File: config.mk
export PLATFORM = sky130hd
export DESIGN_NAME = mem_access_stage
export DESIGN_NICKNAME = d
export VERILOG_FILES = /design/src/rtl/mem_access_stage_pkg.sv /design/src/rtl/lsu_align.sv /design/src/rtl/mem_access_stage.sv
export SDC_FILE = /design/constraint.sdc
export NUM_CORES = 1
export LEC_CHECK = 0
export ABC_AREA = 1
export CAP_MARGIN = 25
export CORE_ASPECT_RATIO = 0.75
export CORE_MARGIN = 10
export CORE_UTILIZATION = 41
export DETAILED_ROUTE_END_ITERATION = 10
export HOLD_SLACK_MARGIN = 0.05
export PLACE_DENSITY = 0.76
export SETUP_SLACK_MARGIN = 0.4
export SLEW_MARGIN = 20
export SYNTH_ARGS = -nofsm -noshare
export SYNTH_HDL_FRONTEND = slang
export SYNTH_SLANG_ARGS = --single-unit
export TNS_END_PERCENT = 20
File: constraint.sdc
create_clock -name clk -period 1.6 [get_ports clk]
set_input_delay 0.24 -clock clk [delete_from_list [all_inputs] [get_ports clk]]
set_output_delay 0.24 -clock clk [all_outputs]
set_load 0.05 [all_outputs]
File: src/rtl/mem_access_stage_pkg.sv
// Shared definitions for the memory-access stage: access-size encodings,
// FSM state type and the default load-response timeout.
package mem_access_stage_pkg;

    // funct3 encodings for loads/stores
    localparam logic [2:0] F3_B  = 3'b000;
    localparam logic [2:0] F3_H  = 3'b001;
    localparam logic [2:0] F3_W  = 3'b010;
    localparam logic [2:0] F3_BU = 3'b100;
    localparam logic [2:0] F3_HU = 3'b101;

    // funct3[1:0] carries the access size
    localparam logic [1:0] SZ_B = 2'd0;
    localparam logic [1:0] SZ_H = 2'd1;
    localparam logic [1:0] SZ_W = 2'd2;

    localparam int RSP_TIMEOUT_DEF = 255;

    typedef enum logic [1:0] {
        ST_IDLE,
        ST_REQ,
        ST_WAIT_RSP,
        ST_DONE
    } state_t;

endpackage

File: src/rtl/lsu_align.sv
// Combinational lane steering: store byte enables and replicated data,
// plus byte/half extraction and sign/zero extension of load words.
module lsu_align
    import mem_access_stage_pkg::*;
(
    input  logic [2:0]  funct3,
    input  logic [1:0]  offset,
    input  logic [31:0] store_data,
    input  logic [31:0] rsp_data,
    output logic [3:0]  wstrb,
    output logic [31:0] wdata,
    output logic [31:0] load_data
);

    logic [7:0]  ld_byte;
    logic [15:0] ld_half;

    always_comb begin
        ld_byte   = rsp_data[{offset, 3'b000} +: 8];
        ld_half   = rsp_data[{offset[1], 4'b0000} +: 16];
        wstrb     = 4'b1111;
        wdata     = store_data;
        load_data = rsp_data;

        case (funct3[1:0])
            SZ_B: begin
                wstrb = 4'b0001 << offset;
                wdata = {4{store_data[7:0]}};
            end
            SZ_H: begin
                wstrb = 4'b0011 << offset;
                wdata = {2{store_data[15:0]}};
            end
            default: ;
        endcase

        case (funct3)
            F3_B:    load_data = {{24{ld_byte[7]}}, ld_byte};
            F3_H:    load_data = {{16{ld_half[15]}}, ld_half};
            F3_BU:   load_data = {24'd0, ld_byte};
            F3_HU:   load_data = {16'd0, ld_half};
            default: load_data = rsp_data;
        endcase
    end

endmodule

File: src/rtl/mem_access_stage.sv
// Memory stage: ALU results pass to write-back in one cycle; loads/stores run a
// valid/ready data-memory request while holding upstream via mem_busy.
module mem_access_stage
    import mem_access_stage_pkg::*;
#(
    parameter int RSP_TIMEOUT = RSP_TIMEOUT_DEF
) (
    input  logic        clk,
    input  logic        reset,
    input  logic [31:0] ex_alu,
    input  logic        ex_alu_to_reg,
    input  logic [4:0]  ex_rd,
    input  logic [31:0] ex_store_data,
    input  logic        ex_mem_read,
    input  logic        ex_mem_write,
    input  logic [2:0]  ex_funct3,
    output logic        mem_busy,
    output logic        dmem_req_valid,
    input  logic        dmem_req_ready,
    output logic        dmem_we,
    output logic [31:0] dmem_addr,
    output logic [31:0] dmem_wdata,
    output logic [3:0]  dmem_wstrb,
    input  logic        dmem_rsp_valid,
    input  logic [31:0] dmem_rsp_data,
    output logic [31:0] wb_data,
    output logic        wb_we,
    output logic [4:0]  wb_rd,
    output logic        misaligned,
    output logic        bus_error
);

    state_t      state, state_d;
    logic [31:0] addr_q, sdata_q;
    logic [2:0]  f3_q;
    logic [4:0]  rd_q;
    logic        store_q;
    logic [7:0]  cnt;

    logic        mem_op, mis_cond;
    logic        do_pass, do_capture, do_mis, do_ld_done, do_timeout;
    logic        cnt_clr, cnt_inc;
    logic [3:0]  al_wstrb;
    logic [31:0] al_wdata, al_load;

    assign mem_op   = ex_mem_read | ex_mem_write;
    assign mis_cond = ((ex_funct3[1:0] == SZ_H) && ex_alu[0]) ||
                      ((ex_funct3[1:0] == SZ_W) && (ex_alu[1:0] != 2'b00));

    lsu_align u_align (
        .funct3     (f3_q),
        .offset     (addr_q[1:0]),
        .store_data (sdata_q),
        .rsp_data   (dmem_rsp_data),
        .wstrb      (al_wstrb),
        .wdata      (al_wdata),
        .load_data  (al_load)
    );

    always_ff @(posedge clk) begin
        if (reset) state <= ST_IDLE;
        else       state <= state_d;
    end

    always_comb begin
        state_d        = state;
        mem_busy       = 1'b0;
        dmem_req_valid = 1'b0;
        do_pass        = 1'b0;
        do_capture     = 1'b0;
        do_mis         = 1'b0;
        do_ld_done     = 1'b0;
        do_timeout     = 1'b0;
        cnt_clr        = 1'b0;
        cnt_inc        = 1'b0;
        case (state)
            ST_IDLE: begin
                if (!mem_op) begin
                    do_pass = 1'b1;
                end else if (mis_cond) begin
                    do_mis = 1'b1;
                end else begin
                    mem_busy   = 1'b1;
                    do_capture = 1'b1;
                    state_d    = ST_REQ;
                end
            end
            ST_REQ: begin
                mem_busy       = 1'b1;
                dmem_req_valid = 1'b1;
                if (dmem_req_ready) begin
                    cnt_clr = 1'b1;
                    state_d = store_q ? ST_DONE : ST_WAIT_RSP;
                end
            end
            ST_WAIT_RSP: begin
                mem_busy = 1'b1;
                if (dmem_rsp_valid) begin
                    do_ld_done = 1'b1;
                    state_d    = ST_DONE;
                end else if (cnt == 8'(RSP_TIMEOUT - 1)) begin
                    // cnt counts completed wait cycles, so this is cycle RSP_TIMEOUT
                    do_timeout = 1'b1;
                    state_d    = ST_DONE;
                end else begin
                    cnt_inc = 1'b1;
                end
            end
            ST_DONE: state_d = ST_IDLE;
            default: state_d = ST_IDLE;
        endcase
    end

    // Request side is quiet outside REQ so a load never drives enables
    assign dmem_we    = dmem_req_valid & store_q;
    assign dmem_addr  = {addr_q[31:2], 2'b00};
    assign dmem_wstrb = dmem_we ? al_wstrb : 4'b0000;
    assign dmem_wdata = dmem_we ? al_wdata : 32'd0;

    always_ff @(posedge clk) begin
        if (reset) begin
            addr_q     <= 32'd0;
            sdata_q    <= 32'd0;
            f3_q       <= 3'd0;
            rd_q       <= 5'd0;
            store_q    <= 1'b0;
            cnt        <= 8'd0;
            wb_data    <= 32'd0;
            wb_we      <= 1'b0;
            wb_rd      <= 5'd0;
            misaligned <= 1'b0;
            bus_error  <= 1'b0;
        end else begin
            wb_we      <= 1'b0;
            misaligned <= do_mis;
            bus_error  <= do_timeout;
            if (do_pass) begin
                wb_data <= ex_alu;
                wb_rd   <= ex_rd;
                wb_we   <= ex_alu_to_reg && (ex_rd != 5'd0);
            end
            if (do_capture) begin
                addr_q  <= ex_alu;
                sdata_q <= ex_store_data;
                f3_q    <= ex_funct3;
                rd_q    <= ex_rd;
                store_q <= ex_mem_write & ~ex_mem_read;
            end
            if (do_ld_done) begin
                wb_data <= al_load;
                wb_rd   <= rd_q;
                wb_we   <= (rd_q != 5'd0);
            end
            if (cnt_clr)      cnt <= 8'd0;
            else if (cnt_inc) cnt <= cnt + 8'd1;
        end
    end

endmodule

==> impl_metrics.json <==
{
  "status": "finished with violations",
  "violations": "negative setup slack",
  "final-setup-viol-count": 42,
  "drc": 0,
  "routed_wl_um": 27100,
  "clock_path_buffers": 2,
  "r2r_cells": 11,
  "numCtsBuffers": 17,
  "path_class": "reg2out",
  "yosysWarnings": 0,
  "syn_inst": 916,
  "synth_edf_count": 0,
  "cp_data_arrival_time_ps": 1760,
  "h-tree-depth": 4,
  "yosysUniqueCellTypes": 38,
  "grt_setup_unrepaired": "true",
  "drtIter0Drc": 811,
  "synth_flop_cell": "dfxtp_1",
  "die_x_um": 163,
  "post_route_cells_drive_above_1_share_pct": 41.0,
  "grt_max_degree": 65,
  "crit_start": "state[0]$_SDFFE_PP0P_",
  "skew_ps": 6.71,
  "critPathRequiredTime_ps": 1360,
  "fin_cells": 1377,
  "dr.pass1.iters": 5,
  "start_util_pct": 41.6,
  "period_share_pct": 125,
  "grtUsageTotal_pct": 23.8,
  "path_clk_slew_ps": 60,
  "layout.nets": 1276,
  "io_buffers": 219,
  "irDropWorstVdd_mv": 1.01,
  "clock.fmax_ghz": 0.499,
  "r2r_slack_ps": -70,
  "ios": 222,
  "cts-root-buf": "clkbuf_16",
  "place_hpwl_um": 18000,
  "cp_slowest_cell": "dfxtp_2",
  "min_period_ps": 2000,
  "grt_pass1_vias": 7172,
  "final_hold_viol_count": 0,
  "path_max_fanout": 5,
  "ant_nets": 0,
  "leakage_nw": 4.67,
  "cts.sink_count": 123,
  "async_flop_share_pct": 0,
  "via_per_inst": 5.40,
  "crit_chain": "buf_6 > ha_4 > nand2_8 > inv_8 > o21ai_2 > a221oi_4 > buf_12",
  "slew_viol_final": 0,
  "hp-class": "in2reg",
  "gp_congestion": 0.887,
  "die-area_um2": 20700,
  "rows": 39,
  "netlist_area_um2": 6290,
  "vias": 7435,
  "r2r-start": "state[0]$_SDFFE_PP0P_",
  "cts_hold_buffers": 0,
  "antenna_found_initial": 1,
  "placed_cells": 1316,
  "syn_avg_cell_area_um2": 6.86,
  "drv_cap": 0,
  "endpoint": "dmem_wdata[26]",
  "synth_seq_cells": 123,
  "cts_tree": "built",
  "worstSkewPairLatency_ps": 420,
  "grt.overflow.total": 0,
  "area_growth_pct": 85.2,
  "post_drt_wl_per_cell_um": 19.7,
  "rr_endpoint": "wb_data[11]$_SDFFE_PP0P_",
  "grt_pass1_wl_um": 39400,
  "core_um2": 15100,
  "end_kind": "output port",
  "yosysSeqAreaShare_pct": 39.2,
  "place_ws_ps": -341,
  "setup_slack_ps": -403,
  "cp_slowest_stage_delay_ps": 340,
  "crit_path_start_kind": "flop",
  "die-height_um": 127,
  "powerDensity_nw_per_um2": 1650
}
-- synthesized netlist by cell type, drive strengths merged (2+ instances only) --
cell	n	share of area [%]
a31oi	2	0.20
a211oi	3	0.36
nand4	2	0.20
a221oi	7	0.98
a21oi	160	13
nor2	50	3.2
buf	62	6.5
nand3	63	5.1
ha	7	1.4
o21ai	99	7.9
a22oi	4	0.48
xor2	2	0.28
or2	19	1.9
nor3	4	0.32
o221ai	2	0.28
inv	82	4.9
o21a	3	0.36
dfxtp	123	39
clkbuf	29	1.7
nand2	185	11
-- layer usage --
layer | vias to the layer above | global-route usage [%] | share of wire, %
li1 | 3489 | - | -
met1 | 3488 | 31.1 | 41
met2 | 389 | 37.0 | 47
met3 | 69 | 6.42 | 9.0
met4 | 0 | 8.62 | 3.1
met5 | - | 0 | 0
-- power by group --
group          total, W  leakage, nW  internal [W]  switching, W
Combinational    0.0101         3.31       0.00397       0.00617
Sequential      0.00465         1.04       0.00397      0.000678
Clock           0.00438        0.327       0.00289       0.00149
Total            0.0192         4.67        0.0108       0.00834
-- stage by stage --
step / instance area (µm²) / total power (W) / hold slack [ps] / TNS (ps) / utilization (%)
after floorplan: 7040 / 0.0102 / 317 / -2630 / -
after global placement: 9690 / 0.0126 / 448 / -21590 / 64.1
after detailed placement: 9690 / 0.0128 / 452 / -25810 / 64.1
after CTS: 11100 / 0.0181 / 94.5 / -11970 / 73.2
after global routing: 11600 / 0.0200 / 115 / -16840 / 77.0
final: 11600 / 0.0192 / 104 / -13230 / 77.0
-- sequential cells by signal, indices dropped and copies added, names as in the netlist --
name / flops
addr_q: 32
sdata_q: 32
wb_data: 32
cnt: 8
rd_q: 5
wb_rd: 5
f3_q: 3
state: 2
bus_error: 1
misaligned: 1
store_q: 1
wb_we: 1
-- worst max-delay path, delay by kind of cell (launching register included) --
kind	cells	cell delay, ps
compound gates	2	340
flops	1	340
simple gates	1	100
fa+ha+maj	1	160
buf+inv	3	380
-- repair_timing --
action | 4_1_cts | 5_1_grt
pin swaps | 33 | 42
resized for setup | 212 | 138
setup endpoints to repair | 213 | 211
gates cloned | 1 | 5
buffers inserted | 15 | 7
-- how the worst min path moves through the flow --
stage                                   end  cells after the start                     from
finish                state[0]$_SDFFE_PP0P_                      2                    reset
global route          state[0]$_SDFFE_PP0P_                      2                    reset
CTS                   state[0]$_SDFFE_PP0P_                      2                    reset
detailed placement   addr_q[9]$_SDFFE_PP0P_                      2   addr_q[9]$_SDFFE_PP0P_
global placement    addr_q[19]$_SDFFE_PP0P_                      2  addr_q[19]$_SDFFE_PP0P_
floorplan              bus_error$_SDFF_PP0_                      1           dmem_rsp_valid
-- area by class of cell --
type / instances / area, µm²
Fill cell: 998 / 3480
Timing Repair Buffer: 312 / 3760
Tap cell: 205 / 256
Multi-Input combinational cell: 620 / 4050
Sequential cell: 123 / 2550
Antenna cell: 1 / 2.50
Inverter: 83 / 357
Clock inverter: 11 / 189
Clock buffer: 21 / 470
Timing Repair inverter: 1 / 11.3
-- cells in the final DEF, fill, tap and decap left out, types with 6 or more instances in the layout --
cell | Yosys | routed
a21oi_1 | 160 | 129
clkbuf_16 | 0 | 20
o21ai_2 | 0 | 25
nand3_1 | 62 | 49
buf_4 | 32 | 51
nand2_1 | 180 | 149
a21oi_2 | 0 | 13
clkdlybuf4s50_1 | 0 | 109
o21ai_0 | 91 | 27
nand2_2 | 5 | 25
dfxtp_2 | 0 | 53
buf_6 | 3 | 82
buf_12 | 0 | 54
o21ai_1 | 8 | 36
nand2_4 | 0 | 6
nor2_1 | 47 | 32
a21oi_4 | 0 | 18
buf_8 | 0 | 10
a221oi_4 | 0 | 7
nand3_2 | 1 | 14
nor2_4 | 1 | 13
inv_1 | 78 | 67
dfxtp_1 | 123 | 65
or2_2 | 19 | 19
inv_2 | 3 | 7
o21ai_4 | 0 | 11
-- kinds of logic after synthesis --
group	count (synthesis)	synth area share, %
AO/OA/AOI/OAI	283	23.7
XOR/XNOR	2	0.279
adder cells (fa/ha/maj)	7	1.39
buffers and inverters	174	13.2
flip-flops	123	39.2
other	1	0.0596
AND/OR/NAND/NOR	326	22.2
Note: power is estimated with default switching activity, not from simulation.
